<file path="config.mk">
export PLATFORM = sky130hd
export DESIGN_NAME = code_loader_flat
export DESIGN_NICKNAME = d
export VERILOG_FILES = /design/src/rtl/code_loader_pkg.sv /design/src/rtl/code_loader_if.sv /design/src/rtl/code_loader.sv /design/src/flat_wrapper.sv
export SDC_FILE = /design/constraint.sdc
export NUM_CORES = 1
export LEC_CHECK = 0
export CAP_MARGIN = 20
export CORE_MARGIN = 5
export CORE_UTILIZATION = 45
export DETAILED_ROUTE_END_ITERATION = 8
export PLACE_DENSITY = 0.68
export SLEW_MARGIN = 0
export SYNTH_ARGS = -nofsm -noshare
export SYNTH_HDL_FRONTEND = slang
export SYNTH_SLANG_ARGS = --single-unit
</file>
<file path="constraint.sdc">
create_clock -name clk -period 3.76 [get_ports clk]
set_clock_uncertainty 0.05 [all_clocks]
set_input_delay 0.94 -clock clk [delete_from_list [all_inputs] [get_ports clk]]
set_output_delay 0.94 -clock clk [all_outputs]
set_load 0.05 [all_outputs]
</file>
<file path="src/rtl/code_loader_pkg.sv">
// Shared types and constants for the program loader: FSM states and frame field widths.
package code_loader_pkg;

    typedef enum logic [2:0] {
        S_IDLE,
        S_LEN_LO,
        S_LEN_HI,
        S_W_LO,
        S_W_HI,
        S_CKSUM,
        S_DONE,
        S_ERROR
    } loader_state_t;

    localparam int BYTES_PER_WORD = 2;
    localparam int LEN_W          = 16;

endpackage

</file>
<file path="src/rtl/code_loader_if.sv">
// Byte-stream input and code-storage write port of the loader, bundled with modports.
interface code_loader_if #(
    parameter int CODE_SIZE = 12
);
    // Stream handshake: a byte moves on a clk edge where in_valid & in_ready are both 1;
    // the source holds in_data stable while in_valid is 1 and in_ready is 0, and
    // in_ready never depends combinationally on in_valid.
    logic [7:0]           in_data;
    logic                 in_valid;
    logic                 in_ready;
    logic                 write_en;
    logic [31:0]          write_line;
    logic [CODE_SIZE-1:0] write_data;

    modport master (
        input  in_data,
        input  in_valid,
        output in_ready,
        output write_en,
        output write_line,
        output write_data
    );

    modport slave (
        output in_data,
        output in_valid,
        input  in_ready,
        input  write_en,
        input  write_line,
        input  write_data
    );
endinterface

</file>
<file path="src/rtl/code_loader.sv">
// Framed program loader: length header, little-endian word assembly, XOR checksum,
// and core reset/active control that releases the core only after a verified frame.
module code_loader
    import code_loader_pkg::*;
#(
    parameter int CODE_SIZE     = 12,
    parameter int MAX_CODE_LINE = 100
) (
    input  logic                clk,
    input  logic                reset,
    input  logic                start,
    code_loader_if.master       bus,
    output logic                core_reset,
    output logic                core_active,
    output logic                busy,
    output logic                done,
    output logic                error,
    output logic [31:0]         words_loaded,
    output loader_state_t       state_dbg
);

    localparam int               HI_BITS = CODE_SIZE - 8 * (BYTES_PER_WORD - 1);
    localparam logic [LEN_W-1:0] CAP     = LEN_W'(MAX_CODE_LINE + 1);

    loader_state_t    state, state_nx;
    logic [LEN_W-1:0] len;
    logic [LEN_W-1:0] len_full;
    logic [7:0]       xor_acc;
    logic [7:0]       low_byte;
    logic [31:0]      idx;
    logic             accept;
    logic             start_ok;
    logic             word_last;

    assign bus.in_ready = (state == S_LEN_LO) || (state == S_LEN_HI) || (state == S_W_LO) ||
                          (state == S_W_HI)   || (state == S_CKSUM);
    assign busy        = bus.in_ready;
    assign done        = (state == S_DONE);
    assign error       = (state == S_ERROR);
    assign core_active = (state == S_DONE);
    assign core_reset  = (state != S_DONE);
    assign state_dbg   = state;

    assign accept    = bus.in_valid & bus.in_ready;
    assign start_ok  = start && ((state == S_IDLE) || (state == S_DONE) || (state == S_ERROR));
    assign len_full  = {bus.in_data, len[7:0]};
    assign word_last = ((idx + 32'd1) == {{(32 - LEN_W){1'b0}}, len});

    always_ff @(posedge clk) begin
        if (reset) begin
            state <= S_IDLE;
        end else begin
            state <= state_nx;
        end
    end

    always_comb begin
        state_nx = state;
        case (state)
            S_IDLE, S_DONE, S_ERROR: if (start) state_nx = S_LEN_LO;
            S_LEN_LO: if (accept) state_nx = S_LEN_HI;
            S_LEN_HI: begin
                if (accept) begin
                    if (len_full == '0)      state_nx = S_CKSUM;
                    else if (len_full > CAP) state_nx = S_ERROR;
                    else                     state_nx = S_W_LO;
                end
            end
            S_W_LO: if (accept) state_nx = S_W_HI;
            S_W_HI: if (accept) state_nx = word_last ? S_CKSUM : S_W_LO;
            S_CKSUM: if (accept) state_nx = (bus.in_data == xor_acc) ? S_DONE : S_ERROR;
            default: state_nx = S_IDLE;
        endcase
    end

    // Datapath: running XOR covers every frame byte; the checksum byte's own update is harmless
    // because the accumulator is cleared on the next start.
    always_ff @(posedge clk) begin
        if (reset) begin
            len            <= '0;
            xor_acc        <= '0;
            low_byte       <= '0;
            idx            <= '0;
            words_loaded   <= '0;
            bus.write_en   <= 1'b0;
            bus.write_line <= '0;
            bus.write_data <= '0;
        end else begin
            bus.write_en <= 1'b0;
            if (start_ok) begin
                xor_acc      <= '0;
                idx          <= '0;
                words_loaded <= '0;
            end
            if (accept) begin
                xor_acc <= xor_acc ^ bus.in_data;
                case (state)
                    S_LEN_LO: len[7:0]  <= bus.in_data;
                    S_LEN_HI: len[15:8] <= bus.in_data;
                    S_W_LO:   low_byte  <= bus.in_data;
                    S_W_HI: begin
                        bus.write_en   <= 1'b1;
                        bus.write_line <= idx;
                        bus.write_data <= {bus.in_data[HI_BITS-1:0], low_byte};
                        idx            <= idx + 32'd1;
                        words_loaded   <= words_loaded + 32'd1;
                    end
                    default: ;
                endcase
            end
        end
    end

endmodule
</file>
<file path="src/flat_wrapper.sv">
// flat-port wrapper written by rule: the top's interface ports become plain ports
module code_loader_flat import code_loader_pkg::*;
#(
    parameter int CODE_SIZE     = 12,
    parameter int MAX_CODE_LINE = 100
)
  (clk, reset, start, core_reset, core_active, busy, done, error, words_loaded, state_dbg, bus_in_data, bus_in_valid, bus_in_ready, bus_write_en, bus_write_line, bus_write_data);
  code_loader_if #(.CODE_SIZE(CODE_SIZE)) bus_i ();
  input  logic clk;
  input  logic reset;
  input  logic start;
  output logic core_reset;
  output logic core_active;
  output logic busy;
  output logic done;
  output logic error;
  output logic [31:0] words_loaded;
  output loader_state_t state_dbg;
  input wire logic [$bits(bus_i.in_data)-1:0] bus_in_data;
  input wire logic [$bits(bus_i.in_valid)-1:0] bus_in_valid;
  output wire logic [$bits(bus_i.in_ready)-1:0] bus_in_ready;
  output wire logic [$bits(bus_i.write_en)-1:0] bus_write_en;
  output wire logic [$bits(bus_i.write_line)-1:0] bus_write_line;
  output wire logic [$bits(bus_i.write_data)-1:0] bus_write_data;
  assign bus_i.in_data = bus_in_data;
  assign bus_i.in_valid = bus_in_valid;
  assign bus_in_ready = bus_i.in_ready;
  assign bus_write_en = bus_i.write_en;
  assign bus_write_line = bus_i.write_line;
  assign bus_write_data = bus_i.write_data;
  code_loader #(.CODE_SIZE(CODE_SIZE), .MAX_CODE_LINE(MAX_CODE_LINE)) u_core (.clk(clk), .reset(reset), .start(start), .bus(bus_i), .core_reset(core_reset), .core_active(core_active), .busy(busy), .done(done), .error(error), .words_loaded(words_loaded), .state_dbg(state_dbg));
endmodule
</file>
[After elaboration in Yosys (flattened, before gate mapping)]
Index checks and enable logic that the tools add are counted.
Widths: inputs -> output; s select.
Storage, ports and cells
  bits in registers: 144
  word-level logic and storage cells: 69
Operators by class
  add/sub/neg operators: 2
  $lt $le $gt $ge: 1
  eq/ne operators: 16
  muxes and demuxes: 20
  bitwise logic cells: 3
  reductions and logical operators: 17
Operators with widths (count)
  $mux 32: 6
  $add 32x1->32 const B: 2
  $eq 32x16->1: 1
  $mux 3: 9
  $pmux 3 s6: 1
  $gt 16x7->1 const B: 1
  $logic_not 16->1: 1
  $mux 8: 2
  $eq 3x3->1 const B: 4
  $ne 2x1->1 const B: 5
  $eq 8x8->1: 1
  $reduce_and 2->1: 4
  $xor 8x8->8: 1
  $eq 3x2->1 const B: 2
  $logic_or 1x1->1: 6
  $reduce_and 6->1: 1
  $eq 3x1->1 const B: 1
  $logic_not 3->1: 1
  $ne 3x3->1 const B: 1
  $reduce_or 3->1: 1
  $mux 1: 2
  $ne 2x2->1 const B: 1
  $reduce_bool 2->1: 1
  $reduce_or 2->1: 1
  3 further kinds: 3

[Logic depth before layout (Yosys ltp)]
Gate-level depths: netlist of run 1.
  depth in word-level cells: 8
  gate-level depth with buffers: 10
  mapped depth without buffers: 9

[Worst setup path after synthesis of run 1]
Ideal clock, no wire load.
  path kind: flip-flop to output port
  from: register u_core.state[0], in the netlist u_core.state_dbg[0]
  to: output busy
  arrival time: 2206 ps
  data required time: 2770 ps
  slack: 564 ps
  cell stages (with the launch flop): 5
  cells stage by stage: dfxtp_1 clkbuf_1 nor3_1 a21oi_1 buf_4
Between the ends
  longest elaborated chain between the ends: 5
Ends and longest elaborated chain
  start, declared: RTL line code_loader.sv:25  | loader_state_t state, state_nx;
  start signal, assigned: RTL line code_loader.sv:53  | state <= state_nx;
  $eq 3x1->1 / $eq 3x2->1 (equally long branches): RTL line code_loader.sv:35  | assign bus.in_ready = (state == S_LEN_LO) || (state == S_LEN_HI) || (state == S_W_LO) ||
  $logic_or 1x1->1 (3 in a row): RTL line code_loader.sv:35
  $logic_or 1x1->1 (*): RTL line code_loader.sv:36  | (state == S_W_HI) || (state == S_CKSUM);
  end, declared: RTL line flat_wrapper.sv:14  | output logic busy;
Mark *: on every way between the ends. The rest lies on a longest branch, timed or not.

[Worst setup path after layout of run 1]
  from: register u_core.state[1], in the netlist u_core.state_dbg[1]
  to: output bus_in_ready
Between the ends
  longest elaborated chain between the ends: 5
Ends and longest elaborated chain
  $eq 3x1->1 / $eq 3x2->1 (equally long branches): RTL line code_loader.sv:35
  $logic_or 1x1->1 (3 in a row): RTL line code_loader.sv:35
  $logic_or 1x1->1 (*): RTL line code_loader.sv:36
  end, declared: RTL line flat_wrapper.sv:21  | output wire logic [$bits(bus_i.in_ready)-1:0] bus_in_ready;
Marks and branches as above.

==> results.toml, run 1 <==
[placement]
gp_congestion = 0.8604
dpl_worst_slack_ns = 0.5244
place_hpwl_mm = 12.52
portBuffers = 97
dp.cells = 1194

[global_routing]
grt_max_degree = 79
antenna_found_initial = 0
grt.overflow.total = 0
grt_pass1_vias = 6081
grt_pass1_wl_mm = 30.90
grt_usage_pct = 20.36

[setup_path]
cp.arrival_ns = 2.24
crit_type = "reg2out"
r2r_start = "u_core.idx[5]$_SDFF_PP0_"
critical_path.top_delay_family = "buffers and inverters"
slowest_delay_ns = 0.86
critPathSlowestCell = "clkdlybuf4s50_1"
end_kind = "primary output"
r2r-end = "u_core.state_dbg[2]$_SDFFE_PP0P_"
path_cells = "nor3_1, a21oi_1, clkdlybuf4s50_1"
crit_required_ns = 2.77
crit_buf_inv = 1
rr_worst_depth = 8
regToRegSetupSlack_ns = 0.54
crit_fanout = 16
worstSetupStartpointType = "register"

[power]
seq_power_share_pct = 39.0
switchingPower_mw = 1.357
intPower_mw = 2.911
p_per_area_nw_per_um2 = 488.0
p_comb_share_pct = 23.2
switching_share_pct = 31.80
p_clk_share_pct = 37.9
power.leakage_nw = 2.867
ir_drop_v = 0.0005494

[synth]
synth_seq_cells = 144
synth_area_leaders = "dfxtp_1, nand2_1, a21oi_1"
synth_edf_count = 0
post-synth-top-count-cell = "nand2_1"
synth_top_family_by_area = "simple AND/OR/NAND/NOR gates"
synth_fp_nets = 958
synthArstFlopShare_pct = 0
yosys_most_used_dff = "dfxtp_1"
synth_xor_area_share_pct = 5.620
synth_compound_area_share_pct = 16.23
synth-seq-area-share_pct = 40.21
yosysWarnings = 0
syn_inst = 944
yosys.area_share.simple_pct = 30.09
avgSynthCellArea_um2 = 7.595
synth_fa_ha_area_share_pct = 0.3490
synthMuxAreaShare_pct = 2.182
yosys-top-cells-count = "nand2_1, dfxtp_1, a21oi_1, nor2_1, clkbuf_1"
netlist_area_um2 = 7169
yosysTopAreaCell = "dfxtp_1"
ys_types = 62
netlist.area_leader.share_pct = 40.21

[floorplan]
core_area_um2 = 15770
start_util_pct = 45.46
die_y_um = 136.2
fp-row-count = 46
chipWidth_um = 136.2
die_area_um2 = 18560
pin_count = 98

[cts]
clk_pin_slew_ns = 0.06
cts_hold_buf = 0
clock_path_buffers = 2
cts_setup_buffers = 0
cts_tree = "done"
cts_sinks = 144
cts_made_buffers = 17
worstSkewPairLatency_ns = 0.42
cts_resized = 0
clockRootBuffer = "clkbuf_16"
cts-htree-levels = 4

[timing]
hold_violations = 0
rsz0062_at_grt = "false"
setup_viol = 0
fin_setup_tns_ns = 0
fin_crit_sh_pct = 85.98
worst_pin_slew_ns = 0.6834
fmax_ghz = 0.3093
period_minus_slack_ns = 3.233
maxSlewHeadroom_pct = 54.44
fin_ws_ns = 0.5272
slew_violations = 0

[detailed_routing]
wl_met2_mm = 8.518
viasPerCell = 5.479
wl_per_cell_um = 15.19
drc = 0
antenna_left = 0
highest_layer = "met4"
wl_mm = 18.61
wl_met3_mm = 1.060
first_pass_iters = 5
vias = 6712
routedLengthMet1_mm = 8.768
drt-initial-drc-count = 703

[flow_run]
max-cap-violations = 0

[min_path]
min_path_cells = 2
hp-start = "u_core.bus.write_line[13]$_SDFFE_PP0P_"
min_to = "u_core.bus.write_line[13]$_SDFFE_PP0P_"
hold_class = "reg2reg"

[layout]
nets = 1011
layout-drive-gt1-share_pct = 6.838
n_antenna_cell = 0
layout.cells.non_filler = 1225
syn2layout_area_growth_pct = 22.01

[run_status]
status = "completed"
## metrics by stage
| step | total power [mW] | cell area, um^2 | hold WS (ns) | utilization (%) |
|---|---|---|---|---|
| 6_report | 4.268 | 8747 | 0.3995 | 55.47 |
| 5_1_grt | 4.474 | 8747 | 0.4175 | 55.47 |
| 4_1_cts | 4.295 | 8747 | 0.4038 | 55.47 |
| 3_5_place_dp | 2.679 | 8190 | 0.3964 | 51.94 |
| 3_3_place_gp | 2.672 | 8190 | 0.3914 | 51.94 |
| 2_1_floorplan | 2.398 | 7169 | 0.3822 | - |
## state kept, by name (all words and copies together) (netlist names)
name and cells:
u_core.bus.write_data 12, u_core.bus.write_en 1, u_core.bus.write_line 32, u_core.idx 32
u_core.len 16, u_core.low_byte 8, u_core.state_dbg 3, u_core.words_loaded 32
u_core.xor_acc 8
## cells by family (layout without fill, tap and decap cells)
| family | count (synthesis) | count (layout) |
|---|---|---|
| xor gates and xnor gates | 46 | 46 |
| DFF | 144 | 144 |
| and+or+nand+nor | 457 | 457 |
| AOI/OAI and AO/OA | 196 | 196 |
| buffers and inverters | 84 | 149 |
| muxes | 15 | 15 |
| adders and majority gates | 2 | 2 |
## per-layer routing
layer / up-vias / global-route usage (%)
li1: 3385 / -
met4: 0 / 5.935
met3: 24 / 4.663
met1: 3132 / 28.21
met2: 171 / 31.73
met5: - / 0
## power groups by stage
stage	Clock, mW	Sequential [mW]	Combinational [mW]
floorplan	0	1.72	0.674
global placement	0	1.69	0.980
detailed placement	0	1.69	0.985
CTS	1.64	1.66	0.993
global route	1.72	1.67	1.09
finish	1.62	1.66	0.990
## placed cells by master, fill, tap and decap left out, types with 7 or more instances in the layout
master	synthesis	layout
nor2_1	101	101
o21ai_0	33	33
buf_4	7	17
dfxtp_1	144	144
nand3_1	33	33
nand2_1	189	188
a21oi_1	104	104
xor2_1	19	19
xnor2_1	27	27
nor4_1	16	16
nor3_1	23	23
a311oi_1	10	10
and3_1	13	13
a31oi_1	7	7
a211oi_1	7	7
clkbuf_16	0	17
clkdlybuf4s50_1	0	96
nand4_1	20	20
nor3b_1	9	9
mux2i_1	10	10
nor2b_1	8	8
or3_1	7	7
## worst max path at each step
stage / start / endpoint / cells after the start
2_1_floorplan: u_core.state_dbg[0]$_SDFFE_PP0P_ / busy / 4
3_3_place_gp: bus_in_valid / u_core.words_loaded[18]$_SDFF_PP0_ / 10
3_5_place_dp: bus_in_valid / u_core.words_loaded[13]$_SDFF_PP0_ / 7
4_1_cts: u_core.state_dbg[1]$_SDFFE_PP0P_ / bus_in_ready / 3
5_1_grt: u_core.idx[0]$_SDFF_PP0_ / u_core.state_dbg[2]$_SDFFE_PP0P_ / 9
6_report: u_core.state_dbg[1]$_SDFFE_PP0P_ / bus_in_ready / 3
## area by class of cell
| class | instances | area, um^2 |
|---|---|---|
| fill | 1520 | 7023 |
| multi-input combinational | 716 | 3914 |
| sequential | 144 | 2883 |
| timing repair buffer | 114 | 1109 |
| clock buffer | 24 | 471.7 |
| tap | 216 | 270.3 |
| clock inverter | 7 | 85.08 |
| inverter | 4 | 15.01 |
## worst register-to-register path, stage by stage (launching register included)
cell and delay, ns:
dfxtp_1 0.52, nand2_1 0.34, or3_1 0.62, nor4_1 0.37, xor2_1 0.10, or3_1 0.37, nor4_2 0.36, nand4b_1 0.17
a221oi_2 0.25
No activity file was read; power rests on OpenSTA's default activity.
==> inputs of run 2 (changes only) <==
--- a/config.mk
+++ b/config.mk
@@ -5,12 +5,12 @@
 export SDC_FILE = /design/constraint.sdc
 export NUM_CORES = 1
 export LEC_CHECK = 0
+export ABC_CLOCK_PERIOD_IN_PS = 3760
 export CAP_MARGIN = 20
 export CORE_MARGIN = 5
 export CORE_UTILIZATION = 45
 export DETAILED_ROUTE_END_ITERATION = 8
 export PLACE_DENSITY = 0.68
-export SLEW_MARGIN = 0
 export SYNTH_ARGS = -nofsm -noshare
 export SYNTH_HDL_FRONTEND = slang
 export SYNTH_SLANG_ARGS = --single-unit
==> results of run 2 <==
Final layout, timing and power as in run 1 (identical DEF).
==> inputs of run 3 (changes only) <==
--- a/config.mk
+++ b/config.mk
@@ -5,7 +5,7 @@
 export SDC_FILE = /design/constraint.sdc
 export NUM_CORES = 1
 export LEC_CHECK = 0
-export ABC_CLOCK_PERIOD_IN_PS = 3760
+export ABC_CLOCK_PERIOD_IN_PS = 3510
 export CAP_MARGIN = 20
 export CORE_MARGIN = 5
 export CORE_UTILIZATION = 45
==> constraint.sdc (replaced) <==
create_clock -name clk -period 3.51 [get_ports clk]
set_clock_uncertainty 0.05 [all_clocks]
set_input_delay 0.8775 -clock clk [delete_from_list [all_inputs] [get_ports clk]]
set_output_delay 0.8775 -clock clk [all_outputs]
set_load 0.05 [all_outputs]
==> results.toml, run 3 (synthesis results as in run 1) <==
[flow_run]
max-cap-violations = 0

[layout]
mostFrequentLayoutCell = "nand2_1"
regArea_um2 = 2883
layout_common_cells = "nand2_1, dfxtp_1, a21oi_1, nor2_1, clkdlybuf4s50_1"
final_util_pct = 56.24
layout-drive-gt1-share_pct = 7.972
nets = 1018
fillers = 1566
layout.cells.non_filler = 1232
n_antenna_cell = 0
multi_input_area_um2 = 3914
syn2layout_area_growth_pct = 23.72
top_regs = "u_core.bus.write_line: 32 flops, u_core.idx: 32 flops, u_core.words_loaded: 32 flops"

[placement]
dpl_worst_slack_ns = 0.4287
place_hpwl_mm = 12.97
dp.cells = 1201
portBuffers = 97
gp_congestion = 0.8729

[global_routing]
grt.overflow.total = 0
grt_use_met3_pct = 4.922
grt_usage_pct = 21.00
grt_pass1_wl_mm = 31.67
grt_max_degree = 79
top_usage_layer = "met2"
use_met2_pct = 33.27
grt_pass1_vias = 6262
antenna_found_initial = 0
grtUsageMet1_pct = 28.71

[setup_path]
r2r-end = "u_core.state_dbg[2]$_SDFFE_PP0P_"
slowest_delay_ns = 0.86
cp.arrival_ns = 2.28
path_cells = "nor3_1, a21oi_1, clkdlybuf4s50_1"
crit_type = "reg2out"
regToRegSetupSlack_ns = 0.41
worstSetupStartpointType = "register"
crit_required_ns = 2.58
crit_fanout = 16
end_kind = "primary output"
critPathSlowestCell = "clkdlybuf4s50_1"
r2r_start = "u_core.idx[0]$_SDFF_PP0_"
rr_worst_depth = 9

[timing]
fmax_ghz = 0.3122
fin_ws_ns = 0.3072
hold_violations = 0
rsz0062_at_grt = "false"
worst_pin_slew_ns = 0.7057
slew_violations = 0
period_minus_slack_ns = 3.203
maxSlewHeadroom_pct = 52.95
fin_setup_tns_ns = 0
setup_viol = 0
fin_crit_sh_pct = 91.25

[detailed_routing]
viasPerCell = 5.547
antenna_left = 0
wl_per_cell_um = 15.54
drc = 0
vias = 6834
first_pass_iters = 7
drt-initial-drc-count = 617
wl_mm = 19.15

[cts]
clock_path_buffers = 2
worstSkewPairLatency_ns = 0.42
cts_resized = 0
cts_hold_buf = 0
cts_tree = "done"
cts_setup_buffers = 0
cts_sinks = 144
cts_made_buffers = 17
cts-htree-levels = 4
clk_pin_slew_ns = 0.06
clockRootBuffer = "clkbuf_16"

[power]
p_per_area_nw_per_um2 = 532.0
ir_drop_v = 0.0006526
power_mw = 4.719
power.leakage_nw = 2.930

[floorplan]
pin_count = 98
die_area_um2 = 18560
start_util_pct = 45.46
fp-row-count = 46
core_area_um2 = 15770
die_y_um = 136.2
chipWidth_um = 136.2

[min_path]
min_path_cells = 2
hold_class = "reg2reg"
min_to = "u_core.bus.write_line[28]$_SDFFE_PP0P_"
hp-start = "u_core.bus.write_line[28]$_SDFFE_PP0P_"

[run_status]
status = "completed"
## run 3: cell types whose count changed in the layout (fill, tap and decap cells not counted)
cell        previous run  this run
bufinv_16              2         3
clkinv_2               5         4
buf_4                 17        23
buf_12                 1         2
clkinv_4               0         1
clkbuf_1               5         0
clkbuf_8               2         4
clkinvlp_4             0         2
## run 3: area by class of cell
type | count | area share, %
inverter | 4 | 0.1693
clock buffer | 21 | 5.417
timing repair buffer | 121 | 13.23
tap | 216 | 3.047
multi-input combinational | 716 | 44.12
sequential | 144 | 32.50
clock inverter | 10 | 1.509
## run 3: how the worst max path moves through the flow
stage                                           startpoint                                 end  slack (ns)
final                     u_core.state_dbg[1]$_SDFFE_PP0P_                                busy        0.31
after global routing      u_core.state_dbg[1]$_SDFFE_PP0P_                        bus_in_ready         0.1
after CTS                 u_core.state_dbg[1]$_SDFFE_PP0P_                        bus_in_ready        0.30
after detailed placement          u_core.idx[0]$_SDFF_PP0_    u_core.state_dbg[2]$_SDFFE_PP0P_        0.43
after global placement                        bus_in_valid  u_core.words_loaded[13]$_SDFF_PP0_        0.53
after floorplan           u_core.state_dbg[0]$_SDFFE_PP0P_                                busy        0.38
## run 3: stage by stage
stage | hold slack (ns) | instance area (um^2)
finish | 0.3990 | 8870
detailed placement | 0.3959 | 8255
floorplan | 0.3822 | 7169
global placement | 0.3918 | 8255
global route | 0.4168 | 8870
CTS | 0.4039 | 8870
## run 3: metal layers
layer	share of wire, %	vias to the layer above
met5	0	-
met4	0.97	0
met3	5.2	16
met2	46	168
met1	47	3250
li1	-	3400
## run 3: power breakdown
part	switching [mW]	leakage [nW]	internal [mW]
Clock	0.681	0.301	1.18
Sequential	0.0854	1.16	1.70
Combinational	0.713	1.47	0.357
Total	1.48	2.93	3.24
## run 3: worst max-delay path: cells and delay by family, from the launching register on
| kind | cells | cell delay [ns] |
|---|---|---|
| and+or+nand+nor | 1 | 0.09 |
| buffers and inverters | 1 | 0.86 |
| AOI/OAI and AO/OA | 1 | 0.27 |
| DFF | 1 | 0.64 |
